===== config.mk =====
export PLATFORM = sky130hd
export DESIGN_NAME = wta_winner_decoder
export DESIGN_NICKNAME = d
export VERILOG_FILES = /design/src/rtl/wta_pkg.sv /design/src/rtl/wta_spike_counter.sv /design/src/rtl/wta_winner_decoder.sv
export SDC_FILE = /design/constraint.sdc
export NUM_CORES = 1
export LEC_CHECK = 0
export BUFFER_PORTS_ARGS = -buffer_cell sky130_fd_sc_hd__buf_2
export CORE_MARGIN = 5
export CORE_UTILIZATION = 60
export CTS_BUF_LIST = sky130_fd_sc_hd__clkbuf_2
export DETAILED_ROUTE_END_ITERATION = 6
export PLACE_DENSITY = 0.79
export SETUP_SLACK_MARGIN = 0.3
export SYNTH_ARGS = -nofsm -noshare
export SYNTH_HDL_FRONTEND = slang
export SYNTH_HIERARCHICAL = 1
export SYNTH_SLANG_ARGS = --single-unit

===== constraint.sdc =====
create_clock -name clk -period 3.8 [get_ports clk]
set_input_delay 0.76 -clock clk [delete_from_list [all_inputs] [get_ports clk]]
set_output_delay 0.76 -clock clk [all_outputs]
set_load 0.05 [all_outputs]

===== src/rtl/wta_pkg.sv =====
// rtl/wta_pkg.sv - shared types and constants for the WTA winner decoder
//
// Contents:
//   wta_state_t  - decoder FSM states (IDLE, COUNT, COMPARE, PUBLISH)
//   SEG_DIGIT    - 7-segment glyphs {dp,g,f,e,d,c,b,a} for digits 0..7
//   SEG_DASH     - 7-segment dash glyph (segment g only)
//   idx_w()      - width of a neuron index for a given neuron count
package wta_pkg;

    typedef enum logic [1:0] {
        IDLE    = 2'd0,
        COUNT   = 2'd1,
        COMPARE = 2'd2,
        PUBLISH = 2'd3
    } wta_state_t;

    localparam logic [7:0] SEG_DIGIT [8] = '{
        8'h3F, 8'h06, 8'h5B, 8'h4F, 8'h66, 8'h6D, 8'h7D, 8'h07
    };

    localparam logic [7:0] SEG_DASH = 8'h40;

    // At least one bit so a 1-neuron-wide index is still a legal vector.
    function automatic int idx_w(input int n);
        return (n < 2) ? 1 : $clog2(n);
    endfunction

endpackage


===== src/rtl/wta_spike_counter.sv =====
// rtl/wta_spike_counter.sv - one saturating per-neuron spike counter
//
// Ports:
//   clk    - system clock
//   rst    - synchronous active-high reset
//   clear  - synchronous clear to zero (priority over inc)
//   inc    - add one this cycle unless already at full scale
//   count  - current count, sticks at 2^CNT_W-1
module wta_spike_counter #(
    parameter int CNT_W = 8
) (
    input  logic             clk,
    input  logic             rst,
    input  logic             clear,
    input  logic             inc,
    output logic [CNT_W-1:0] count
);

    always_ff @(posedge clk) begin
        if (rst || clear) begin
            count <= '0;
        end else if (inc && (count != {CNT_W{1'b1}})) begin
            count <= count + 1'b1;
        end
    end

endmodule


===== src/rtl/wta_winner_decoder.sv =====
// rtl/wta_winner_decoder.sv - windowed spike counting and winner selection
//
// Counts spikes per neuron over WINDOW cycles, scans the counts one neuron
// per cycle for the maximum (lowest index wins ties), then publishes the
// result for one cycle and starts the next window if enable is still high.
//
// Ports:
//   clk, rst      - system clock, synchronous active-high reset
//   enable        - run windows; when low the current window still finishes
//   spikes_in     - one spike bit per neuron, counted only in COUNT
//   winner_idx    - index of the last published winner
//   winner_count  - spike count of the last published winner
//   winner_valid  - one-cycle pulse per published result
//   no_spike      - last window saw no spikes at all
//   tie           - last winner shared its count with another neuron
//   seg_out       - 7-segment / status pattern {dp,g,f,e,d,c,b,a}
//
// Build option WTA_SEG_DECODE_EN: seg_out shows the winner digit glyph with
// dp = tie (dash when silent or in reset); otherwise seg_out is the status
// word {tie, no_spike, winner_valid_sticky, winner_idx zero-extended}.
module wta_winner_decoder
    import wta_pkg::*;
#(
    parameter int N_NEURONS = 4,
    parameter int CNT_W     = 8,
    parameter int WINDOW    = 200
) (
    input  logic                         clk,
    input  logic                         rst,
    input  logic                         enable,
    input  logic [N_NEURONS-1:0]         spikes_in,
    output logic [$clog2(N_NEURONS)-1:0] winner_idx,
    output logic [CNT_W-1:0]             winner_count,
    output logic                         winner_valid,
    output logic                         no_spike,
    output logic                         tie,
    output logic [7:0]                   seg_out
);

    localparam int IDX_W = idx_w(N_NEURONS);

    wta_state_t       state;
    wta_state_t       state_next;
    logic [15:0]      win_cnt;
    logic [IDX_W-1:0] cmp_idx;
    logic [IDX_W-1:0] best_idx;
    logic [CNT_W-1:0] best_cnt;
    logic [CNT_W-1:0] cnt [N_NEURONS];
    logic [CNT_W-1:0] cur_cnt;
    logic             clear_cnt;
    logic             window_done;
    logic             scan_done;
    logic             tie_c;
    logic             no_spike_c;

    assign window_done = (win_cnt == 16'(WINDOW - 1));
    assign scan_done   = (cmp_idx == IDX_W'(N_NEURONS - 1));

    always_comb begin
        state_next = state;
        case (state)
            IDLE:    if (enable) state_next = COUNT;
            COUNT:   if (window_done) state_next = COMPARE;
            COMPARE: if (scan_done) state_next = PUBLISH;
            PUBLISH: state_next = enable ? COUNT : IDLE;
            default: state_next = IDLE;
        endcase
    end

    // Counters restart from zero on every entry into a counting window.
    assign clear_cnt = (state_next == COUNT) && (state != COUNT);

    for (genvar g = 0; g < N_NEURONS; g++) begin : g_cnt
        wta_spike_counter #(
            .CNT_W (CNT_W)
        ) u_cnt (
            .clk   (clk),
            .rst   (rst),
            .clear (clear_cnt),
            .inc   (spikes_in[g] && (state == COUNT)),
            .count (cnt[g])
        );
    end

    // Loop mux avoids indexing past N_NEURONS when it is not a power of two.
    always_comb begin
        cur_cnt = '0;
        for (int i = 0; i < N_NEURONS; i++) begin
            if (cmp_idx == IDX_W'(i)) cur_cnt = cnt[i];
        end
    end

    // Evaluated in PUBLISH once the scan has settled on the final maximum.
    always_comb begin
        no_spike_c = (best_cnt == '0);
        tie_c      = 1'b0;
        for (int i = 0; i < N_NEURONS; i++) begin
            if ((IDX_W'(i) != best_idx) && (cnt[i] == best_cnt)) tie_c = 1'b1;
        end
        if (no_spike_c) tie_c = 1'b0;
    end

    always_ff @(posedge clk) begin
        if (rst) begin
            state        <= IDLE;
            win_cnt      <= '0;
            cmp_idx      <= '0;
            best_idx     <= '0;
            best_cnt     <= '0;
            winner_idx   <= '0;
            winner_count <= '0;
            winner_valid <= 1'b0;
            no_spike     <= 1'b0;
            tie          <= 1'b0;
        end else begin
            state        <= state_next;
            winner_valid <= 1'b0;
            case (state)
                COUNT: begin
                    win_cnt <= window_done ? 16'd0 : win_cnt + 16'd1;
                    if (window_done) begin
                        cmp_idx  <= '0;
                        best_idx <= '0;
                        best_cnt <= '0;
                    end
                end
                COMPARE: begin
                    if (cur_cnt > best_cnt) begin
                        best_cnt <= cur_cnt;
                        best_idx <= cmp_idx;
                    end
                    cmp_idx <= cmp_idx + 1'b1;
                end
                PUBLISH: begin
                    winner_idx   <= best_idx;
                    winner_count <= best_cnt;
                    tie          <= tie_c;
                    no_spike     <= no_spike_c;
                    winner_valid <= 1'b1;
                end
                default: ;
            endcase
        end
    end

`ifdef WTA_SEG_DECODE_EN
    always_ff @(posedge clk) begin
        if (rst) begin
            seg_out <= SEG_DASH;
        end else if (state == PUBLISH) begin
            seg_out <= no_spike_c ? SEG_DASH : {tie_c, SEG_DIGIT[best_idx][6:0]};
        end
    end
`else
    logic winner_valid_sticky;

    always_ff @(posedge clk) begin
        if (rst) begin
            winner_valid_sticky <= 1'b0;
        end else if (state == PUBLISH) begin
            winner_valid_sticky <= 1'b1;
        end
    end

    assign seg_out = {tie, no_spike, winner_valid_sticky, 5'(winner_idx)};
`endif

endmodule

* After elaboration in Yosys (flattened, before gate mapping)
Cells that the tools add are included.
** Word-level totals
- Register bits after elaboration :: 76
- Memories kept :: 0
- Logic and storage cells :: 88
- Output and inout bits :: 21
- RAM bits :: 0
- Bits in read-only memories :: 0
- Bits in latches :: 0
- Bits of input ports :: 7
** Cells by class
- Bitwise gates (word level) :: 0
- Reductions and logical operators :: 21
- Div/mod/pow operators :: 0
- Shift-type cells :: 0
- Order comparisons :: 1
- Multiply operators :: 0
- Muxes and demuxes :: 23
- Equality and inequality tests :: 22
- Add/subtract/negate cells :: 6
** Operators by type and width (number)
- $mux W8 :: 6
- $add A8 B1 Y8 const B :: 4
- $eq A8 B8 Y1 :: 4
- $ne A8 B8 Y1 const B :: 4
- $add A16 B1 Y16 const B :: 1
- $eq A16 B8 Y1 const B :: 1
- $mux W16 :: 1
- $pmux W8 S2 :: 1
- $logic_and A1 B1 Y1 :: 13
- $mux W2 :: 5
- $eq A2 B2 Y1 const B :: 4
- $gt A8 B8 Y1 :: 1
- $logic_not A8 Y1 :: 1
- $pmux W2 S2 :: 2
- $pmux W2 S4 :: 1
- $mux W1 :: 7
- $eq A2 B1 Y1 const B :: 3
- $logic_not A2 Y1 :: 2
- $ne A2 B2 Y1 const A :: 2
- $ne A2 B2 Y1 const B :: 2
- $reduce_bool A2 Y1 :: 2
- $reduce_and A3 Y1 :: 1
- $add A2 B1 Y2 const B :: 1
- $ne A1 B2 Y1 const A :: 1
- other kinds (3) :: 3

* Depth between registers and ports, before layout
- Word-level depth :: 8
- Depth in mapped cells :: 15
- Gate-level depth less buffers :: 12

* Modules after synthesis
Netlist, hierarchy kept.
** Modules (own cells, without submodules)
- wta_winner_decoder :: area an instance 2881.5 µm², seq. area each 880.8 µm², cells an instance 351, instances 1
- wta_spike_counter :: area an instance 421.7 µm², seq. area each 160.2 µm², cells an instance 48, instances 4

* Worst setup path after synthesis
Ideal clock, no wire load.
- Path kind :: reg2reg
- From :: register cmp_idx[1]
- To :: register best_cnt[0]
- Slack :: 1.116 ns
- Data required time :: 3.728 ns
- Arrival time :: 2.612 ns
- Period minus slack after synthesis :: 2.684 ns
- Buffers on the path :: 3
- Library setup time :: 0.072 ns
- Stages on the path, launching flop included :: 15
- Cells stage by stage :: dfxtp_1 -> inv_1 -> ha_1 -> buf_2 -> nor2b_1 -> buf_2 -> a221oi_1 -> o31ai_1 -> ha_1 -> nor2b_1 -> o211ai_1 -> a21oi_1 -> o221ai_1 -> buf_2 -> mux2i_1
** On the way
- Word-level cells in the longest chain between the ends :: 8
- Elaborated cells on any way between the ends :: 13
- Those cells by class :: order compare: 1; eq/ne: 4; mux: 6; reduce/logical: 2
** Ends and longest elaborated chain
- from (decl) :: RTL line wta_winner_decoder.sv:45 : logic [IDX_W-1:0] cmp_idx;
- from (signal assigned) :: RTL line wta_winner_decoder.sv:132 : cmp_idx <= cmp_idx + 1'b1;
- $logic_not A2 Y1 :: RTL line wta_winner_decoder.sv:89 : if (cmp_idx == IDX_W'(i)) cur_cnt = cnt[i];
- $mux W8 (3 in series) :: RTL line wta_winner_decoder.sv:89
- $mux W8 * :: RTL line wta_winner_decoder.sv:89
- $gt A8 B8 Y1 :: RTL line wta_winner_decoder.sv:128 : if (cur_cnt > best_cnt) begin
- $ne A2 B2 Y1 (no line)
- $reduce_and A3 Y1 (no line)
- to (signal assigned) :: RTL line wta_winner_decoder.sv:129 : best_cnt <= cur_cnt;
- to (decl) :: RTL line wta_winner_decoder.sv:47 : logic [CNT_W-1:0] best_cnt;
Mark *: on every way between the ends. The rest lies on a longest branch, timed or not. The select of a mux whose other input is x is not followed.
A chain may end at the register's enable or synchronous reset.

* Worst setup path after layout
- From :: register cmp_idx[1]
- To :: register best_cnt[2]
The elaborated chain is that of the path after synthesis.

==> summary.md <==
| Metric | Value |
|---|---|
| Status | complete, no violations |
| Mapped cell area | 4570 µm² |
| Dpl cells | ~640 |
| Final Hold Viols | 0 |
| Largest area contributor in the netlist | dfxtp_1 |
| Fin. max-slew vios | 0 |
| Max cap viols | 0 |
| Worst hold path class | flop to flop |
| Die area | about 9500 µm² |
| #FFs+latches synth | 76 |
| CTS root buf | clkbuf_2 |
| Die Span Y | approximately 97 µm |
| Share of cells above drive strength 1 | 12.8% |
| Simple-gate area share of the yosys netlist | a little under a third |
| Largest net degree at the start of global routing | between 40 and 50 |
| Compound-Gate Fraction of Synth Area | around 11% |
| Total power | around 0.0013 W |
| Sequential fraction of the synthesis area | 33.3% |
| Post-CTS Setup Bufs | 0 |
| Clock slew at reported path FFs | around 0.25 ns |
| CP Data Arrival Time | 3.61 ns |
| Setup-failing EPs final | 0 |
| Post-synth EDFFs | 0 |
| Crit path required time | roughly 4.3 ns |
| Nature of the critical path endpoint | flop |
| First-pass GRT wire length | 17800 µm |
| Core Util, Final | about two thirds |
| Initial antenna violation count | 0 |
| H-tree depth | 3 |
| DRC Markers | 0 |
| CTS Buf Count | 9 |
| Final Cycle Share | between 80% and 90% |
| XOR/XNOR Fraction of Synth Area | a little under a tenth |
| I/O Buffers | 24 |
| Adder-cell area share of the yosys netlist | under 10% |
| Hold_ws | between 0.4 and 0.5 ns |
| Clock Skew | ~0.027 ns |
| DIE WIDTH | 97.3 µm |
| Congestion Overflow GR | 0 |
| Dpl hpwl | between 7000 and 8000 µm |
| LEAKAGE | 2.03 nW |
| CP Launch Type | flop |
| Multi-input logic area | about 2800 µm² |
| CP Max Fanout | 10 |
| Peak VDD IR | roughly 190 µV |
| Unrepaired setup endpoints after global routing | no |
| Avg Vias per Cell | 6.02 |
| Largest family of logic cells by synthesized area | simple AND/OR/NAND/NOR gates |
| Fin Setup TNS | 0 ns |
| Avg WL per Cell | approximately 16 µm |
| Syn Area/Cell | roughly 8.4 µm² |
| CTS resizes | 0 |
| Layout area overhead | 4.19% |
| F_max | 0.322 GHz |
| Iter 0 DRT Violations | ~270 |
| Synth top area share | between 30 and 40% |
| Total routed wirelength | 10700 µm |
| Clock buffer depth | 2 |
| Slew headroom | a little under half |
| Final net count | around 570 |
| Post-synthesis cell count | between 500 and 600 |
| # hold bufs at CTS | 0 |
| Global router's overall resource usage | between 20 and 25% |
| Fin cells | between 600 and 700 |
| Initial DRT Pass Iterations | 5 |
| # diodes | 0 |
| Count leader, synth | nand2_1 |
| Slew of the pin with the lowest slew margin | 0.820 ns |
| Ys flop type | dfxtp_1 |
| Fill count | 640 |
| Via Count | ~4000 |
| Min Tclk post-route | 3.10 ns |
| Core region area | ~7300 µm² |
| Top post-synthesis cells by area | dfxtp_1 (33%), nand2_1 (6.8%), xor2_1 (6.7%) |
| Clk sinks | between 70 and 80 |
| Ports | 28 |
| Synth Warn # | 6 |
| RD Place Congestion | 1.00 |
| Routed Antenna Nets | 0 |
| Register area | approximately 1500 µm² |
| Count of cell types in the netlist | 53 |
| Vias in the first global route | 3700 |
| Power density over the cells | 278 nW/µm² |
| Clk_lat worst skew | 0.58 ns |
| CTS tree | yes |
| Initial Util | between 60% and 70% |
| Synth cell count leaders | nand2_1 (83), dfxtp_1 (76), a21oi_1 (40), xor2_1 (35), nor2_1 (32) |
| Num rows | 31 |
| Share of synthesized registers carrying an async set or reset | 0% |
| Mux cell area share after synthesis | under 10% |
| WS Path Type | flop to flop |
[cell type report]
cell class	count	share of cell area [%]
multi-input cells	420	59.0
flip-flops and latches	76	32.0
repair buffers	26	2.84
well taps	99	2.60
clock inverters	7	1.42
inverters	15	1.18
clock buffers	9	0.946
[through the flow]
stage          setup slack, ns  area (µm²)
3_3_place_gp             0.920        4650
4_1_cts                  0.719        4760
3_5_place_dp             0.772        4650
2_1_floorplan             1.12        4580
6_report                 0.698        4760
5_1_grt                  0.457        4760
[placed cells by master (no fill, tap or decap), drive strengths merged, types with 8 or more instances in the layout]
cell / count
dfxtp: 76
or3: 12
and3: 8
mux2i: 26
and2: 11
nand4: 16
clkbuf: 9
ha: 17
a21oi: 41
nand2: 83
nor2: 33
buf: 26
a21boi: 8
nor2b: 11
nor4: 11
and3b: 9
xnor2: 13
and4: 11
nand3: 15
xor2: 35
inv: 19
nor3: 9
[kinds of logic (layout without fill, tap and decap cells)]
family | Yosys count | in the layout
compound gates | 79 | 79
xor+xnor | 48 | 48
fa+ha+maj | 17 | 17
buf+inv | 49 | 57
flops | 76 | 76
mux | 27 | 27
other cells | 1 | 3
simple gates | 246 | 246
[flip-flops by register name, indices dropped and copies added, names as in the netlist, 2 cells and up]
register,cells
g_cnt.u_cnt/count,32
win_cnt,16
cmp_idx,2
winner_count,8
best_cnt,8
winner_idx,2
best_idx,2
state,2
[worst max-delay path: stages, from the launching register on]
cell and delay (ns):
dfxtp_1 0.44, inv_1 0.09, ha_1 0.30, nor2b_1 0.40, a221oi_1 0.15, o31ai_1 0.33
ha_1 0.30, nor2b_1 0.13, o211ai_1 0.15, a21oi_1 0.09, o221ai_1 0.20, buf_4 0.25
mux2i_1 0.21
[worst paths after layout]
| kind | slack, ns | to | start | depth (start not counted) |
|---|---|---|---|---|
| setup reg to reg | 0.70 | best_cnt[2] | cmp_idx[1] | 12 |
| hold / removal | 0.47 | winner_count[5] | winner_count[5] | 2 |
| setup / recovery | 0.70 | best_cnt[2] | cmp_idx[1] | 12 |
| hold reg to reg | 0.47 | winner_count[5] | winner_count[5] | 2 |
[where the power goes]
part / switching (W) / internal (W)
registers: 0.00000788 / 0.000805
logic: 0.0000490 / 0.0000246
clock network: 0.000334 / 0.000105
total: 0.000391 / 0.000934
[routing by layer]
| metal | vias to the layer above | GRT usage [%] | wire [µm] |
|---|---|---|---|
| met2 | 129 | 37.8 | 5130 |
| met5 | - | 0 | 0 |
| met1 | 1846 | 28.9 | 4560 |
| met4 | 0 | 12.4 | 366 |
| met3 | 35 | 3.88 | 608 |
| li1 | 1918 | - | - |
(Power assumes the default switching activity.)
